`src/rtl/s_axi_write.sv`:
```
// rtl/s_axi_write.sv - AXI4-Lite write-side slave for the DFX sequencer register file
//
// Purpose:
//   Accepts one AXI4-Lite write at a time. AW and W may arrive together or
//   in either order. Once both beats are held, the registered address is
//   decoded. The write then commits as one of:
//     - a one-cycle strobe into bank0 (sequencer control/config), or
//     - a req/ready transfer into a bank1 slot (per-slot DMA descriptor), or
//     - nothing, when the access is an error.
//   A B response is returned once the commit finishes.
//
// Address map (on the registered address a):
//   a[15:14] = 00 : bank0, register select a[13:6]
//   a[15:14] = 01 : bank1, slot index a[7:6], field select a[5:2]
//                   field 0101 is read-only; fields above 0101 are unmapped
//   a[15:14] = 1x : unmapped
//   A partial byte strobe is always an error. AWADDR[1:0] are ignored.
//
// Ports:
//   clk, reset            clock; synchronous active-high reset
//   S_AXI_AW*             write address channel (AWREADY is combinational)
//   S_AXI_W*              write data channel (WREADY is combinational)
//   S_AXI_B*              write response channel (BRESP 00 OKAY, 10 SLVERR)
//   ext_bank0_in_*        bank0 write strobe, select and data
//   ext_bank1_in_*        bank1 request, slot index, field select, data, ready

module s_axi_write #(
  parameter int ADDR_WIDTH        = 16,
  parameter int DATA_WIDTH        = 32,
  parameter int BANK1_INDEX_WIDTH = 2,
  parameter int BANK0_SEL_WIDTH   = 8,
  parameter int BANK1_SEL_WIDTH   = 4
) (
  input  logic                         clk,
  input  logic                         reset,

  input  logic [ADDR_WIDTH-1:0]        S_AXI_AWADDR,
  input  logic                         S_AXI_AWVALID,
  output logic                         S_AXI_AWREADY,

  input  logic [DATA_WIDTH-1:0]        S_AXI_WDATA,
  input  logic [DATA_WIDTH/8-1:0]      S_AXI_WSTRB,
  input  logic                         S_AXI_WVALID,
  output logic                         S_AXI_WREADY,

  output logic [1:0]                   S_AXI_BRESP,
  output logic                         S_AXI_BVALID,
  input  logic                         S_AXI_BREADY,

  output logic                         ext_bank0_in_wr,
  output logic [BANK0_SEL_WIDTH-1:0]   ext_bank0_in_sel,
  output logic [DATA_WIDTH-1:0]        ext_bank0_in_data,

  output logic                         ext_bank1_in_req,
  output logic [BANK1_INDEX_WIDTH-1:0] ext_bank1_in_index,
  output logic [BANK1_SEL_WIDTH-1:0]   ext_bank1_in_sel,
  output logic [DATA_WIDTH-1:0]        ext_bank1_in_data,
  input  logic                         ext_bank1_in_ready
);

  localparam logic [1:0] REGION_BANK0 = 2'b00;
  localparam logic [1:0] REGION_BANK1 = 2'b01;
  localparam logic [1:0] RESP_OKAY    = 2'b00;
  localparam logic [1:0] RESP_SLVERR  = 2'b10;

  // Bank1 field 0101 is the read-only profile field; everything above it
  // is unmapped, so a single ">=" covers both rejections.
  localparam logic [BANK1_SEL_WIDTH-1:0] B1_FIRST_BAD_FIELD = BANK1_SEL_WIDTH'(5);

  typedef enum logic [2:0] {
    ST_IDLE    = 3'd0,
    ST_WAIT_W  = 3'd1,
    ST_WAIT_AW = 3'd2,
    ST_COMMIT  = 3'd3,
    ST_RESP    = 3'd4
  } state_t;

  state_t                    r_state;
  state_t                    w_next_state;

  // Address bits [1:0] never participate in decode, so they are not stored.
  logic [ADDR_WIDTH-1:2]     r_addr;
  logic [DATA_WIDTH-1:0]     r_wdata;
  logic [DATA_WIDTH/8-1:0]   r_wstrb;
  logic [1:0]                r_bresp;

  logic                      w_aw_hs;
  logic                      w_w_hs;
  logic [1:0]                w_region;
  logic [BANK1_SEL_WIDTH-1:0] w_b1_field;
  logic                      w_strb_full;
  logic                      w_err;
  logic                      w_is_bank0;
  logic                      w_is_bank1;
  logic                      w_in_commit;
  logic                      w_commit_done;
  logic                      w_unused;

  assign w_unused = &{1'b0, S_AXI_AWADDR[1:0]};

  // ---------------------------------------------------------------------------
  // Channel acceptance. Only one write may be outstanding, so both ready
  // signals are low in COMMIT and RESP. Ready is also held low while reset is
  // asserted so a master never sees a handshake that the slave then discards.
  // ---------------------------------------------------------------------------
  assign S_AXI_AWREADY = S_AXI_AWVALID && !reset &&
                         (r_state == ST_IDLE || r_state == ST_WAIT_AW);
  assign S_AXI_WREADY  = S_AXI_WVALID && !reset &&
                         (r_state == ST_IDLE || r_state == ST_WAIT_W);

  assign w_aw_hs = S_AXI_AWREADY;
  assign w_w_hs  = S_AXI_WREADY;

  // ---------------------------------------------------------------------------
  // Decode of the registered beats. Only consulted in COMMIT.
  // ---------------------------------------------------------------------------
  assign w_region    = r_addr[ADDR_WIDTH-1 -: 2];
  assign w_b1_field  = r_addr[2 +: BANK1_SEL_WIDTH];
  assign w_strb_full = &r_wstrb;

  assign w_err = w_region[1] ||
                 !w_strb_full ||
                 (w_region == REGION_BANK1 && w_b1_field >= B1_FIRST_BAD_FIELD);

  assign w_is_bank0 = !w_err && (w_region == REGION_BANK0);
  assign w_is_bank1 = !w_err && (w_region == REGION_BANK1);

  assign w_in_commit = (r_state == ST_COMMIT);

  // Bank0 and error commits finish in their single COMMIT cycle; a bank1
  // commit waits for the slot to accept the request.
  assign w_commit_done = w_in_commit && (!w_is_bank1 || ext_bank1_in_ready);

  // ---------------------------------------------------------------------------
  // State register and captured beats
  // ---------------------------------------------------------------------------
  always_ff @(posedge clk) begin
    if (reset) begin
      r_state <= ST_IDLE;
      r_addr  <= '0;
      r_wdata <= '0;
      r_wstrb <= '0;
      r_bresp <= RESP_OKAY;
    end else begin
      r_state <= w_next_state;
      if (w_aw_hs) begin
        r_addr <= S_AXI_AWADDR[ADDR_WIDTH-1:2];
      end
      if (w_w_hs) begin
        r_wdata <= S_AXI_WDATA;
        r_wstrb <= S_AXI_WSTRB;
      end
      // BRESP is latched on the way out of COMMIT and then held for all of RESP.
      if (w_commit_done) begin
        r_bresp <= w_err ? RESP_SLVERR : RESP_OKAY;
      end
    end
  end

  // ---------------------------------------------------------------------------
  // Next-state logic
  // ---------------------------------------------------------------------------
  always_comb begin
    w_next_state = r_state;
    case (r_state)
      ST_IDLE: begin
        if (w_aw_hs && w_w_hs) begin
          w_next_state = ST_COMMIT;
        end else if (w_aw_hs) begin
          w_next_state = ST_WAIT_W;
        end else if (w_w_hs) begin
          w_next_state = ST_WAIT_AW;
        end
      end
      ST_WAIT_W: begin
        if (w_w_hs) begin
          w_next_state = ST_COMMIT;
        end
      end
      ST_WAIT_AW: begin
        if (w_aw_hs) begin
          w_next_state = ST_COMMIT;
        end
      end
      ST_COMMIT: begin
        if (w_commit_done) begin
          w_next_state = ST_RESP;
        end
      end
      ST_RESP: begin
        // RESP always lasts at least one cycle, even with BREADY pre-asserted.
        if (S_AXI_BREADY) begin
          w_next_state = ST_IDLE;
        end
      end
      default: begin
        w_next_state = ST_IDLE;
      end
    endcase
  end

  // ---------------------------------------------------------------------------
  // Outputs. Strobe/request are decoded from COMMIT, so the bank0 strobe is
  // exactly one cycle wide and the bank1 request falls in the cycle after the
  // accepting req && ready cycle (or after reset is sampled).
  // ---------------------------------------------------------------------------
  assign S_AXI_BVALID = (r_state == ST_RESP);
  assign S_AXI_BRESP  = r_bresp;

  assign ext_bank0_in_wr   = w_in_commit && w_is_bank0;
  assign ext_bank0_in_sel  = r_addr[6 +: BANK0_SEL_WIDTH];
  assign ext_bank0_in_data = r_wdata;

  assign ext_bank1_in_req   = w_in_commit && w_is_bank1;
  assign ext_bank1_in_index = r_addr[6 +: BANK1_INDEX_WIDTH];
  assign ext_bank1_in_sel   = w_b1_field;
  assign ext_bank1_in_data  = r_wdata;

endmodule

```
`config.mk`:
```
export PLATFORM = sky130hd
export DESIGN_NAME = s_axi_write
export DESIGN_NICKNAME = d
export VERILOG_FILES = /design/src/rtl/s_axi_write.sv
export SDC_FILE = /design/constraint.sdc
export NUM_CORES = 1
export LEC_CHECK = 0
export CAP_MARGIN = 20
export CORE_MARGIN = 2
export CORE_UTILIZATION = 40
export CTS_BUF_LIST = sky130_fd_sc_hd__clkbuf_16
export DETAILED_ROUTE_END_ITERATION = 8
export GPL_ROUTABILITY_DRIVEN = 1
export GPL_TIMING_DRIVEN = 1
export PLACE_DENSITY = 0.92
export SYNTH_ARGS = -nofsm -noshare
export SYNTH_HDL_FRONTEND = slang
export SYNTH_SLANG_ARGS = --single-unit
```
`constraint.sdc`:
```
create_clock -name clk -period 3.6 [get_ports clk]
set_clock_uncertainty 0.1 [all_clocks]
set_input_delay 0.36 -clock clk [delete_from_list [all_inputs] [get_ports clk]]
set_output_delay 0.36 -clock clk [all_outputs]
set_load 0.02 [all_outputs]
```
==> results by group <==
Status
  • Outcome: completed

Clock network
  • Post-CTS Setup Inserts: 0
  • TritonCTS clock tree: done
  • Clk_lat worst skew: 0.28 ns
  • Root Buffer: clkbuf_16
  • Reg clk slew, reported paths: 0.06 ns
  • Hold Buf Count CTS: 0
  • Bufs on Longest Clock Path: 2
  • H-tree levels: 2
  • CTS Buf Count: 5
  • CTS sink count: 54
  • CTS-repair resized insts: 0

Power
  • Total design power: 0.00146 W
  • P_leak: 1.26 nW
  • Psw: 0.000386 W
  • Sequential power share: 0.461
  • Logic pwr share: 0.240
  • Pwr/cell area: 413 nW/um2
  • Sw Share: 0.265
  • Clock power frac: 0.299
  • Worst VDD drop: 256 uV
  • Internal: 0.00107 W

Setup path
  • Most frequent CP cell: clkdlybuf4s50_1
  • Worst Path Arrival: 2.20 ns
  • Worst setup SP type: primary input
  • Largest stage delay, worst path: 0.62 ns
  • Cell Chain, Critical Path: clkdlybuf4s50_1 -> or4b_4 -> clkinv_4 -> clkdlybuf4s50_1
  • CP required: 3.14 ns
  • CP Capture Type: primary output
  • Crit-path slowest cell: clkdlybuf4s50_1
  • CP Class: in2out
  • Crit path max fanout: 15

Logic synthesis
  • Post-Synth Simple-Gate Area: 0.218
  • Yosys reg bits: 54
  • Mux cell area share after synthesis: 0
  • Register area share after synthesis: 0.462
  • Dominant cell type by area after synthesis: dfxtp_1
  • Synth Warn #: 0
  • Ys async rst share: 0
  • Ys flop type: dfxtp_1
  • Most common cell in the netlist: nand2_1
  • Avg Inst Size Synth: 7.99 um2
  • Post-synth EDFFs: 0
  • Syn Nets: 351
  • Compound-Gate Fraction of Synth Area: 0.125
  • Area share of the largest cell type after synthesis: 0.462
  • Synth Area in XOR/XNOR: 0
  • Post-Syn Area: 2340 um2
  • Largest family of logic cells by synthesized area: simple AND/OR/NAND/NOR gates
  • Post-synth top cells: nand2_1, dfxtp_1, buf_4
  • Unique masters post-synth: 29
  • Post-Syn Instances: 293
  • Synth area leaders: dfxtp_1, nand2_1, buf_4
  • Adder-Cell Fraction of Synth Area: 0

Place
  • Detail Placement HPWL: 4350 um
  • Port buffer count: 139
  • GP Congestion: 0.734

Global routing
  • Pin count of the biggest net entering global routing: 73
  • Global Route Usage Sum: 0.176
  • First-pass GRT wire length: 9030 um
  • Number of global-route vias before repair: 2047
  • Initial antenna violation count: 0
  • Grt total ovfl: 0

Floorplan
  • Area of the die: 6480 um2
  • Die Span Y: 80.5 um
  • Cell Rows: 27
  • I/O Pins: 143
  • Starting density of the core: 0.420
  • Placeable Area: 5570 um2
  • Width of the chip: 80.5 um

Route
  • DR vias: 2112
  • Final wirelength: 5790 um
  • Drt pass-1 iters: 6
  • Iter 0 DRT Violations: 96
  • DR DRC count: 0
  • Final ANT Viol Nets: 0
  • Wire per inst: 12.8 um
  • DR vias/cell: 4.68

Timing
  • Final Max Slew Viols: 0
  • Setup TNS: 0 ns
  • Final hold violations: 0
  • Final Critical Period: 2.66 ns
  • Achievable frequency: 0.376 GHz
  • Final Cycle Share: 0.738
  • RSZ-0062 raised after global routing: no
  • Relative slew slack: 0.588
  • Tightest Pin Transition: 0.617 ns
  • # setup viols final: 0

Worst hold path
  • Hold Crit Class: reg2reg

Layout
  • Share of cells above drive strength 1: 0.0422
  • Nets@finish: 436
  • Ant. Diodes: 0
  • Filler cells: 460
  • Syn-to-layout area delta: 50.9%
  • Multi-input logic area: 806 um2
  • Reg area: 1080 um2
  • Core Util, Final: 0.634

Run
  • MaxCap Viol Count: 0
==> registers in the layout, indices dropped and copies added, names as in the netlist <==
register and flops:
ext_bank0_in_data 32, r_addr 14, r_state 3, S_AXI_BRESP 1
r_wstrb 4
==> critical path: cells and delay by family <==
family	cells	cell delay, ns
buf+inv	3	1.25
simple gates	1	0.59
==> stage by stage <==
step                      area (um2)  cells  hold WS, ns  setup slack [ns]
after global routing            3530    451        0.369             0.865
final                           3530    451        0.358             0.941
after detailed placement        3400    443        0.348             0.933
after CTS                       3530    451        0.357             0.933
after global placement          3400    443        0.341             0.950
after floorplan                 2340    293        0.336              1.64
==> power groups by stage <==
stage / logic (W) / registers (W) / clock network [W]
after floorplan: 0.000168 / 0.000715 / 0
after global placement: 0.000344 / 0.000684 / 0
after detailed placement: 0.000352 / 0.000686 / 0
after CTS: 0.000353 / 0.000673 / 0.000452
after global routing: 0.000374 / 0.000678 / 0.000477
final: 0.000350 / 0.000673 / 0.000436
==> area by class of cell <==
cell class,instances,area share
clock buffer,5,0.0354
clock inverter,3,0.00319
inverter,2,0.00354
multi-input combinational,174,0.228
sequential,54,0.306
tap,72,0.0255
timing repair buffer,141,0.398
==> logic make-up after synthesis <==
logic type / Yosys count
other: 1
AO/OA/AOI/OAI: 54
AND/OR/NAND/NOR: 119
buffers and inverters: 65
flip-flops: 54
==> layout by cell type, fill, tap and decap left out, types with 2 or more instances in the layout <==
master and count:
clkdlybuf4s50_1 139, nand2_1 101, dfxtp_1 54, o21ai_0 30, a21oi_1 12, o21ai_1 6
clkbuf_16 5, nor2_1 4, a21oi_2 3, nor4_1 3, clkinv_1 3, nor3_1 2
buf_4 2
==> layer usage <==
layer,vias up,global-route usage,wire length (um)
li1,1064,-,-
met5,-,0,0
met1,951,0.181,2270
met2,95,0.343,2960
met3,2,0.0584,533
met4,0,0.0322,24
==> path summary, 6_finish.rpt <==
check	slack, ns	startpoint	end	cells after the start
max	0.94	S_AXI_AWVALID	S_AXI_AWREADY	4
max reg2reg	1.87	r_state[2]	ext_bank0_in_data[27]	3
min	0.36	r_addr[8]	r_addr[8]	2
min reg2reg	0.36	r_addr[8]	r_addr[8]	2
No activity file was read; power rests on OpenSTA's default activity.
